## src/rtl/snr_power_accumulator.sv

```systemverilog
// Windowed mean signal/noise power (sum of squares >> LOG2_WIN) with a valid/ready result port.
// Optional SNR_NOISE_PEAK_EN adds noise_peak, the largest |noise_in| seen in the window.
module snr_power_accumulator #(
  parameter int DATA_WIDTH = 16,
  parameter int LOG2_WIN   = 6
) (
  input  logic                      clk,
  input  logic                      reset_n,
  input  logic                      sample_valid,
  input  logic [DATA_WIDTH-1:0]     signal_in,
  input  logic [DATA_WIDTH-1:0]     noise_in,
  input  logic                      clear,
  output logic [2*DATA_WIDTH-1:0]   sig_power,
  output logic [2*DATA_WIDTH-1:0]   noise_power,
  output logic                      power_valid,
  input  logic                      power_ready,
  output logic                      overrun
`ifdef SNR_NOISE_PEAK_EN
  ,
  output logic [DATA_WIDTH-1:0]     noise_peak
`endif
);

  localparam int PW = 2 * DATA_WIDTH;
  localparam int AW = PW + LOG2_WIN;

  // Stage-1 product registers
  typedef struct packed {
    logic [PW-1:0] sq_sig;
    logic [PW-1:0] sq_noise;
    logic          last;
  } s1_t;

  s1_t                  s1;
  logic                 s1_valid;
  logic [LOG2_WIN-1:0]  count;
  logic [AW-1:0]        acc_sig, acc_noise;

  logic signed [DATA_WIDTH-1:0] noise_s;
  logic signed [PW-1:0]         noise_sq_s;
  logic [PW-1:0]                sig_sq;
  logic [AW-1:0]                sum_sig, sum_noise;
  logic                         load;

  assign noise_s    = noise_in;
  assign noise_sq_s = PW'(noise_s) * PW'(noise_s);
  assign sig_sq     = PW'(signal_in) * PW'(signal_in);
  assign sum_sig    = acc_sig + AW'(s1.sq_sig);
  assign sum_noise  = acc_noise + AW'(s1.sq_noise);
  // clear squashes the in-flight last sample, so its result never loads
  assign load       = s1_valid && s1.last && !clear;

`ifdef SNR_NOISE_PEAK_EN
  logic [DATA_WIDTH-1:0] s1_abs, peak_run, abs_in, peak_max;
  // Two's-complement negate of the most-negative value yields 2^(DW-1) as unsigned
  assign abs_in   = noise_in[DATA_WIDTH-1] ? (~noise_in + DATA_WIDTH'(1)) : noise_in;
  assign peak_max = (s1_abs > peak_run) ? s1_abs : peak_run;
`endif

  always_ff @(posedge clk) begin
    if (!reset_n) begin
      s1          <= '0;
      s1_valid    <= 1'b0;
      count       <= '0;
      acc_sig     <= '0;
      acc_noise   <= '0;
      sig_power   <= '0;
      noise_power <= '0;
      power_valid <= 1'b0;
      overrun     <= 1'b0;
`ifdef SNR_NOISE_PEAK_EN
      s1_abs      <= '0;
      peak_run    <= '0;
      noise_peak  <= '0;
`endif
    end else begin
      if (clear) begin
        s1_valid  <= 1'b0;
        count     <= '0;
        acc_sig   <= '0;
        acc_noise <= '0;
`ifdef SNR_NOISE_PEAK_EN
        peak_run  <= '0;
`endif
      end else begin
        s1_valid <= sample_valid;
        if (sample_valid) begin
          s1.sq_sig   <= sig_sq;
          s1.sq_noise <= PW'(unsigned'(noise_sq_s));
          s1.last     <= &count;
          count       <= count + LOG2_WIN'(1);
`ifdef SNR_NOISE_PEAK_EN
          s1_abs      <= abs_in;
`endif
        end
        if (s1_valid) begin
          if (s1.last) begin
            acc_sig   <= '0;
            acc_noise <= '0;
`ifdef SNR_NOISE_PEAK_EN
            peak_run  <= '0;
`endif
          end else begin
            acc_sig   <= sum_sig;
            acc_noise <= sum_noise;
`ifdef SNR_NOISE_PEAK_EN
            peak_run  <= peak_max;
`endif
          end
        end
      end

      if (load) begin
        sig_power   <= sum_sig[AW-1:LOG2_WIN];
        noise_power <= sum_noise[AW-1:LOG2_WIN];
        power_valid <= 1'b1;
`ifdef SNR_NOISE_PEAK_EN
        noise_peak  <= peak_max;
`endif
        if (power_valid && !power_ready)
          overrun <= 1'b1;
      end else if (power_valid && power_ready) begin
        power_valid <= 1'b0;
      end
    end
  end

endmodule
```

## config.mk

```make
export PLATFORM = sky130hd
export DESIGN_NAME = snr_power_accumulator
export DESIGN_NICKNAME = d
export VERILOG_FILES = /design/src/rtl/snr_power_accumulator.sv
export SDC_FILE = /design/constraint.sdc
export NUM_CORES = 2
export LEC_CHECK = 0
export ABC_CLOCK_PERIOD_IN_PS = 17900
export CAP_MARGIN = 20
export CORE_ASPECT_RATIO = 0.6
export CORE_MARGIN = 2
export CORE_UTILIZATION = 50
export DETAILED_ROUTE_END_ITERATION = 8
export PLACE_DENSITY = 0.66
export SKIP_LAST_GASP = 1
export SYNTH_ARGS = -nofsm -noshare
export SYNTH_HDL_FRONTEND = slang
export SYNTH_SLANG_ARGS = --single-unit
```

## constraint.sdc

```tcl
create_clock -name clk -period 17.9 [get_ports clk]
set_clock_uncertainty 0.05 [all_clocks]
set_input_delay 1.79 -clock clk [delete_from_list [all_inputs] [get_ports clk]]
set_output_delay 1.79 -clock clk [all_outputs]
set_load 0.005 [all_outputs]
```

Word-level counts from Yosys, hierarchy flattened --
Cells that the tools add are included.
Storage, ports and cells: bits of input ports 37, logic and storage cells 33, bits in registers 214, output and inout bits 66
Cells by class: muxes and demuxes 4, $add $sub $neg 3, multipliers 2, bitwise operators 2, reduce and logical (&&, ||, !) cells 11
Operator list (number):
- adder 38 x 32 -> 38 bit | 2
- 2-to-1 mux 38 bit | 2
- multiplier 16 x 16 -> 32 bit | 2
- adder 6 x 1 -> 6 bit, second input constant | 1
- AND reduction 6 bit | 1
- logical AND 1 bit | 4
- AND reduction 2 bit | 2
- logical NOT 1 bit | 2
- 2-to-1 mux 1 bit | 2
- inverter 1 bit | 2
- nonzero test 2 bit | 1
- OR reduction 2 bit | 1

Logic depth before layout (Yosys ltp) --
depth after elaboration 3, depth in mapped cells 25, depth with buffers taken out 24

Least setup slack after synthesis --
OpenSTA, ideal clock, no wires.
path kind input-to-reg, start point input noise_in[5], end point register s1[31] (netlist bit), stages 24, data required time 17.728 ns, path slack 10.073 ns, buffers on the path 2, setup time 0.122 ns, data arrival time 7.655 ns, path through clkbuf_1 > clkbuf_1 > nand2_1 > fa_1 > inv_1 > fa_1 > inv_1 > fa_1 > inv_1 > fa_1 > fa_1 > inv_1 > fa_1 > inv_1 > ha_1 > and3_1 > a221oi_1 > o21ai_0 > a311o_1 > nor4_2 > o31ai_1 > a21oi_1 > nor4_1 > a311o_1
On the way: cells in the longest elaborated chain, start to end 1
Ends and longest elaborated chain:
- from (decl) | line 11 | input logic [DATA_WIDTH-1:0] noise_in,
- multiplier 16 x 16 -> 32 bit | line 46 | assign noise_sq_s = PW'(noise_s) * PW'(noise_s);
- to (decl) | line 34 | s1_t s1;
Every way passes these cells. A chain may end at the register's enable or synchronous reset.

Worst setup path after layout --
start point input noise_in[3], end point register s1[32] (netlist bit)
Same word-level chain as after synthesis.

==> flow_summary.html <==
<table>
<tr><th>Metric</th><th>Value</th></tr>
<tr><th colspan="2">Synthesis</th></tr>
<tr><td>Top post-synthesis cells by area</td><td>fa_1 (30%), dfxtp_1 (16%), ha_1 (12%)</td></tr>
<tr><td>Top cell type's share of synthesized area</td><td>between 20% and 30%</td></tr>
<tr><td>Number of synthesis warnings</td><td>0</td></tr>
<tr><td>Proportion of register bits with asynchronous set or reset after synthesis</td><td>0%</td></tr>
<tr><td>Synthesized netlist net count</td><td>3,754</td></tr>
<tr><td>Cell accounting for the most synthesized area</td><td>fa_1</td></tr>
<tr><td>Syn Std Cell Area</td><td>26,620 sq um</td></tr>
<tr><td>Number of library cell types mapped by synthesis</td><td>between 70 and 80</td></tr>
<tr><td>Post-Synthesis Cells</td><td>roughly 3,100</td></tr>
<tr><td>Post-synthesis sequential area ratio</td><td>between 10% and 20%</td></tr>
<tr><td>Flops &amp; latches, synth</td><td>around 210</td></tr>
<tr><td>Flip-flop cell with the highest count after synthesis</td><td>dfxtp_1</td></tr>
<tr><td>Number of enable flip-flop cells after synthesis</td><td>0</td></tr>
<tr><td>Mean instance size in the synthesized netlist</td><td>slightly below 9 sq um</td></tr>
<tr><th colspan="2">Layout</th></tr>
<tr><td>Post-layout instance area</td><td>28,920 sq um</td></tr>
<tr><td>Layout Area Growth over Synthesis</td><td>8.624%</td></tr>
<tr><td>Diode count</td><td>0</td></tr>
<tr><td>Nets</td><td>approximately 3,800</td></tr>
<tr><td>Fraction of final layout cells sized beyond drive strength 1</td><td>slightly above 3%</td></tr>
<tr><th colspan="2">Power</th></tr>
<tr><td>Leak Pwr</td><td>roughly 14 nW</td></tr>
<tr><td>Total power per unit cell area</td><td>a little over 200 nW/um^2</td></tr>
<tr><td>Peak ir drop on the vdd network</td><td>0.0004774 V</td></tr>
<tr><td>Total Power</td><td>between 5 and 6 mW</td></tr>
<tr><th colspan="2">STA</th></tr>
<tr><td>Number of setup violations in the final report</td><td>0</td></tr>
<tr><td>Final hold violation count</td><td>0</td></tr>
<tr><td>Worst slew margin</td><td>between 30% and 40%</td></tr>
<tr><td>Final period demand of the worst path</td><td>around 9000 ps</td></tr>
<tr><td>Achievable frequency</td><td>roughly 110 MHz</td></tr>
<tr><td>Least-Margin Pin Slew</td><td>995.1 ps</td></tr>
<tr><td>Slew Limit Fails</td><td>0</td></tr>
<tr><td>Setup repair after global routing missed its margin</td><td>no</td></tr>
<tr><td>Portion of the clock cycle consumed by the worst path in the final layout</td><td>50.13%</td></tr>
<tr><td>Final-layout setup total negative slack</td><td>0 ps</td></tr>
<tr><th colspan="2">Clock network</th></tr>
<tr><td>Buffer count from post-CTS setup fixing</td><td>0</td></tr>
<tr><td>CTS H-tree lvls</td><td>1</td></tr>
<tr><td>Root buffer selected by CTS</td><td>clkbuf_16</td></tr>
<tr><td>CTS max path bufs</td><td>3</td></tr>
<tr><td>Resized Gates After CTS</td><td>0</td></tr>
<tr><td>Number of clock buffers inserted by TritonCTS</td><td>20</td></tr>
<tr><td>Source-to-sink clock delay at the later pin of the worst-skew pair</td><td>540 ps</td></tr>
<tr><td>CTS tree</td><td>yes</td></tr>
<tr><td>Number of buffers inserted for hold repair after clock tree synthesis</td><td>0</td></tr>
<tr><td>Number of sinks driven by the clock tree</td><td>roughly 210</td></tr>
<tr><td>CTS clk-pin slew, worst paths</td><td>about 70 ps</td></tr>
<tr><th colspan="2">Worst hold path</th></tr>
<tr><td>Worst hold path type</td><td>flop to flop</td></tr>
<tr><th colspan="2">Floorplanning</th></tr>
<tr><td>Number of standard-cell rows in the floorplan</td><td>65</td></tr>
<tr><td>Horizontal die dimension</td><td>slightly above 300 um</td></tr>
<tr><td>Area of the core</td><td>between 50,000 and 60,000 sq um</td></tr>
<tr><td>Die area</td><td>55,170 sq um</td></tr>
<tr><td>Num ports</td><td>103</td></tr>
<tr><td>Initial cell density of the core</td><td>roughly half</td></tr>
<tr><td>Height of the die</td><td>between 150 and 200 um</td></tr>
<tr><th colspan="2">Placement</th></tr>
<tr><td>Cell area after placement</td><td>approximately 28,000 sq um</td></tr>
<tr><td>Final weighted congestion of routability-driven global placement</td><td>roughly 0.91</td></tr>
<tr><td>IO Port Bufs</td><td>102</td></tr>
<tr><td>Placed wire-length estimate</td><td>approximately 52,000 um</td></tr>
<tr><th colspan="2">Flow run</th></tr>
<tr><td>Max-Cap Viols</td><td>0</td></tr>
<tr><th colspan="2">Outcome</th></tr>
<tr><td>Status</td><td>finished clean</td></tr>
<tr><th colspan="2">Global route</th></tr>
<tr><td>Initial antenna violation count</td><td>0</td></tr>
<tr><td>First-pass GRT wire length</td><td>112,000 um</td></tr>
<tr><td>Grt total ovfl</td><td>0</td></tr>
<tr><td>Largest net degree at the start of global routing</td><td>67</td></tr>
<tr><td>Vias in the first global route</td><td>approximately 22,000</td></tr>
<tr><td>Total track usage</td><td>24.92%</td></tr>
<tr><th colspan="2">Route</th></tr>
<tr><td>Number of nets still failing antenna checks after routing</td><td>0</td></tr>
<tr><td>Via density per instance</td><td>5.451</td></tr>
<tr><td>Detailed-route via count</td><td>a little over 20,000</td></tr>
<tr><td>Detailed Routing Iterations Pass 1</td><td>6</td></tr>
<tr><td>Routed WL</td><td>about 65,000 um</td></tr>
<tr><td>Routed length per instance</td><td>about 17 um</td></tr>
<tr><td>Residual DRC count</td><td>0</td></tr>
<tr><td>Drt initial violations</td><td>~1,400</td></tr>
<tr><th colspan="2">Critical path</th></tr>
<tr><td>Type of the worst setup path</td><td>input pin to flop</td></tr>
<tr><td>Launching element type of the critical path</td><td>input pin</td></tr>
<tr><td>Critical path data arrival time</td><td>~9300 ps</td></tr>
<tr><td>Data required time of the critical path</td><td>~18,000 ps</td></tr>
<tr><td>Top fanout value on the critical path</td><td>13</td></tr>
<tr><td>CP Capture Type</td><td>flop</td></tr>
</table>
[routing by layer]
| layer | global-route usage, % | vias to the layer above | wire length (um) |
|---|---|---|---|
| met2 | 41.38 | 463 | 29990 |
| met5 | 0 | - | 0 |
| met4 | 3.980 | 0 | 1031 |
| li1 | - | 9902 | - |
| met1 | 35.51 | 10288 | 31020 |
| met3 | 3.198 | 81 | 2981 |
[state kept, by name (all words and copies together) (netlist names)]
register	count
s1	63
acc_noise	38
acc_sig	38
noise_power	32
sig_power	32
count	6
overrun	1
power_valid	1
s1_valid	1
[logic make-up (layout without fill, tap and decap cells)]
kind of cell             count (synthesis)  count (layout)  synth area share [%]
flip-flops                             212             212                 15.94
multiplexers                             5               5                0.1927
adder cells (fa/ha/maj)                650             650                 41.74
AO/OA/AOI/OAI                          586             586                 14.31
AND/OR/NAND/NOR                        792             792                 13.56
XOR/XNOR                               137             137                 4.507
buffers and inverters                  685             719                 9.752
[worst max-delay path, cell delays in order]
cell	delay, ps
clkdlybuf4s50_1	880
clkinv_1	480
nor2_1	300
fa_1	440
inv_1	90
fa_1	410
fa_1	430
fa_1	510
inv_1	70
fa_1	540
inv_1	50
fa_1	480
inv_1	50
ha_1	350
a211o_1	290
o211ai_1	110
a21oi_1	130
o41ai_1	860
o211ai_1	360
a31oi_1	320
o21ai_0	150
xnor2_1	170
o21ai_0	80
[where the power goes]
part,internal [mW],total [mW],switching (mW)
registers,0.511,0.535,0.0241
logic,2.04,4.83,2.78
clock network,0.281,0.490,0.210
total,2.84,5.85,3.02
[synthesized netlist by cell type (all sizes together) (5+ instances only)]
| cell | n |
|---|---|
| fa | 397 |
| a22o | 13 |
| o21a | 23 |
| or3 | 21 |
| nand4 | 19 |
| a21o | 49 |
| o221ai | 5 |
| a211oi | 27 |
| nand4b | 7 |
| o21bai | 24 |
| nand2 | 363 |
| or2 | 9 |
| a21oi | 194 |
| nand2b | 16 |
| xor2 | 40 |
| nor3 | 18 |
| xnor2 | 97 |
| nor2 | 164 |
| o21ai | 113 |
| and2 | 85 |
| o31a | 10 |
| a22oi | 31 |
| inv | 568 |
| and3 | 13 |
| o31ai | 11 |
| nor2b | 14 |
| dfxtp | 212 |
| a2111oi | 7 |
| ha | 253 |
| buf | 10 |
| o211ai | 15 |
| clkbuf | 105 |
| nand3 | 45 |
| a31oi | 23 |
| nor4 | 8 |
[metrics by stage]
step                      cells  hold WS (ps)  setup WS [ps]  utilization, %
after CTS                  3804         405.8           8971           55.04
after global placement     3768         390.8           8566           53.62
after floorplan            3067         379.1          10070               -
final                      3804         403.3           8927           55.04
after detailed placement   3768         396.5           8447           53.62
after global routing       3804         418.4           8628           55.04
[placed cells by master, fill, tap and decap left out, types with 11 or more instances in the layout]
master	Yosys	layout
nor2b_1	14	13
nor2_1	163	161
a22o_1	13	13
fa_1	397	397
o211ai_1	15	15
inv_1	568	568
and3_1	11	11
nand3_1	45	45
o21bai_1	23	23
a22oi_1	31	31
dfxtp_1	212	212
nand2b_1	16	14
nand4_1	19	19
a31oi_1	22	22
nand2_1	362	362
xnor2_1	97	97
or3_1	21	21
clkbuf_16	0	20
o21ai_0	109	109
and2_1	83	83
nor3_1	18	18
a21oi_1	194	194
a21o_1	49	49
o21a_1	23	23
xor2_1	40	40
a211oi_1	23	23
ha_1	253	253
clkdlybuf4s50_1	0	101
buf_4	0	11
[cell type report]
type	instances	area [sq um]
flip-flops and latches	212	4244
clock inverters	13	203.9
inverters	570	2141
clock buffers	23	541.8
fillers	4811	23620
well taps	703	879.6
multi-input cells	2170	19810
repair buffers	113	1099
[final timing paths]
| check | to | startpoint | slack (ps) | cells after the start |
|---|---|---|---|---|
| setup / recovery | s1[32]$_SDFFE_PN0P_ | noise_in[3] | 8930 | 23 |
| setup reg to reg | acc_sig[33]$_SDFFE_PP0P_ | acc_sig[6]$_SDFFE_PP0P_ | 14520 | 10 |
| hold / removal | sig_power[10]$_SDFFE_PN0P_ | sig_power[10]$_SDFFE_PN0P_ | 400 | 2 |
| hold reg to reg | sig_power[10]$_SDFFE_PN0P_ | sig_power[10]$_SDFFE_PN0P_ | 400 | 2 |
Power figures use the tool's default switching activity.
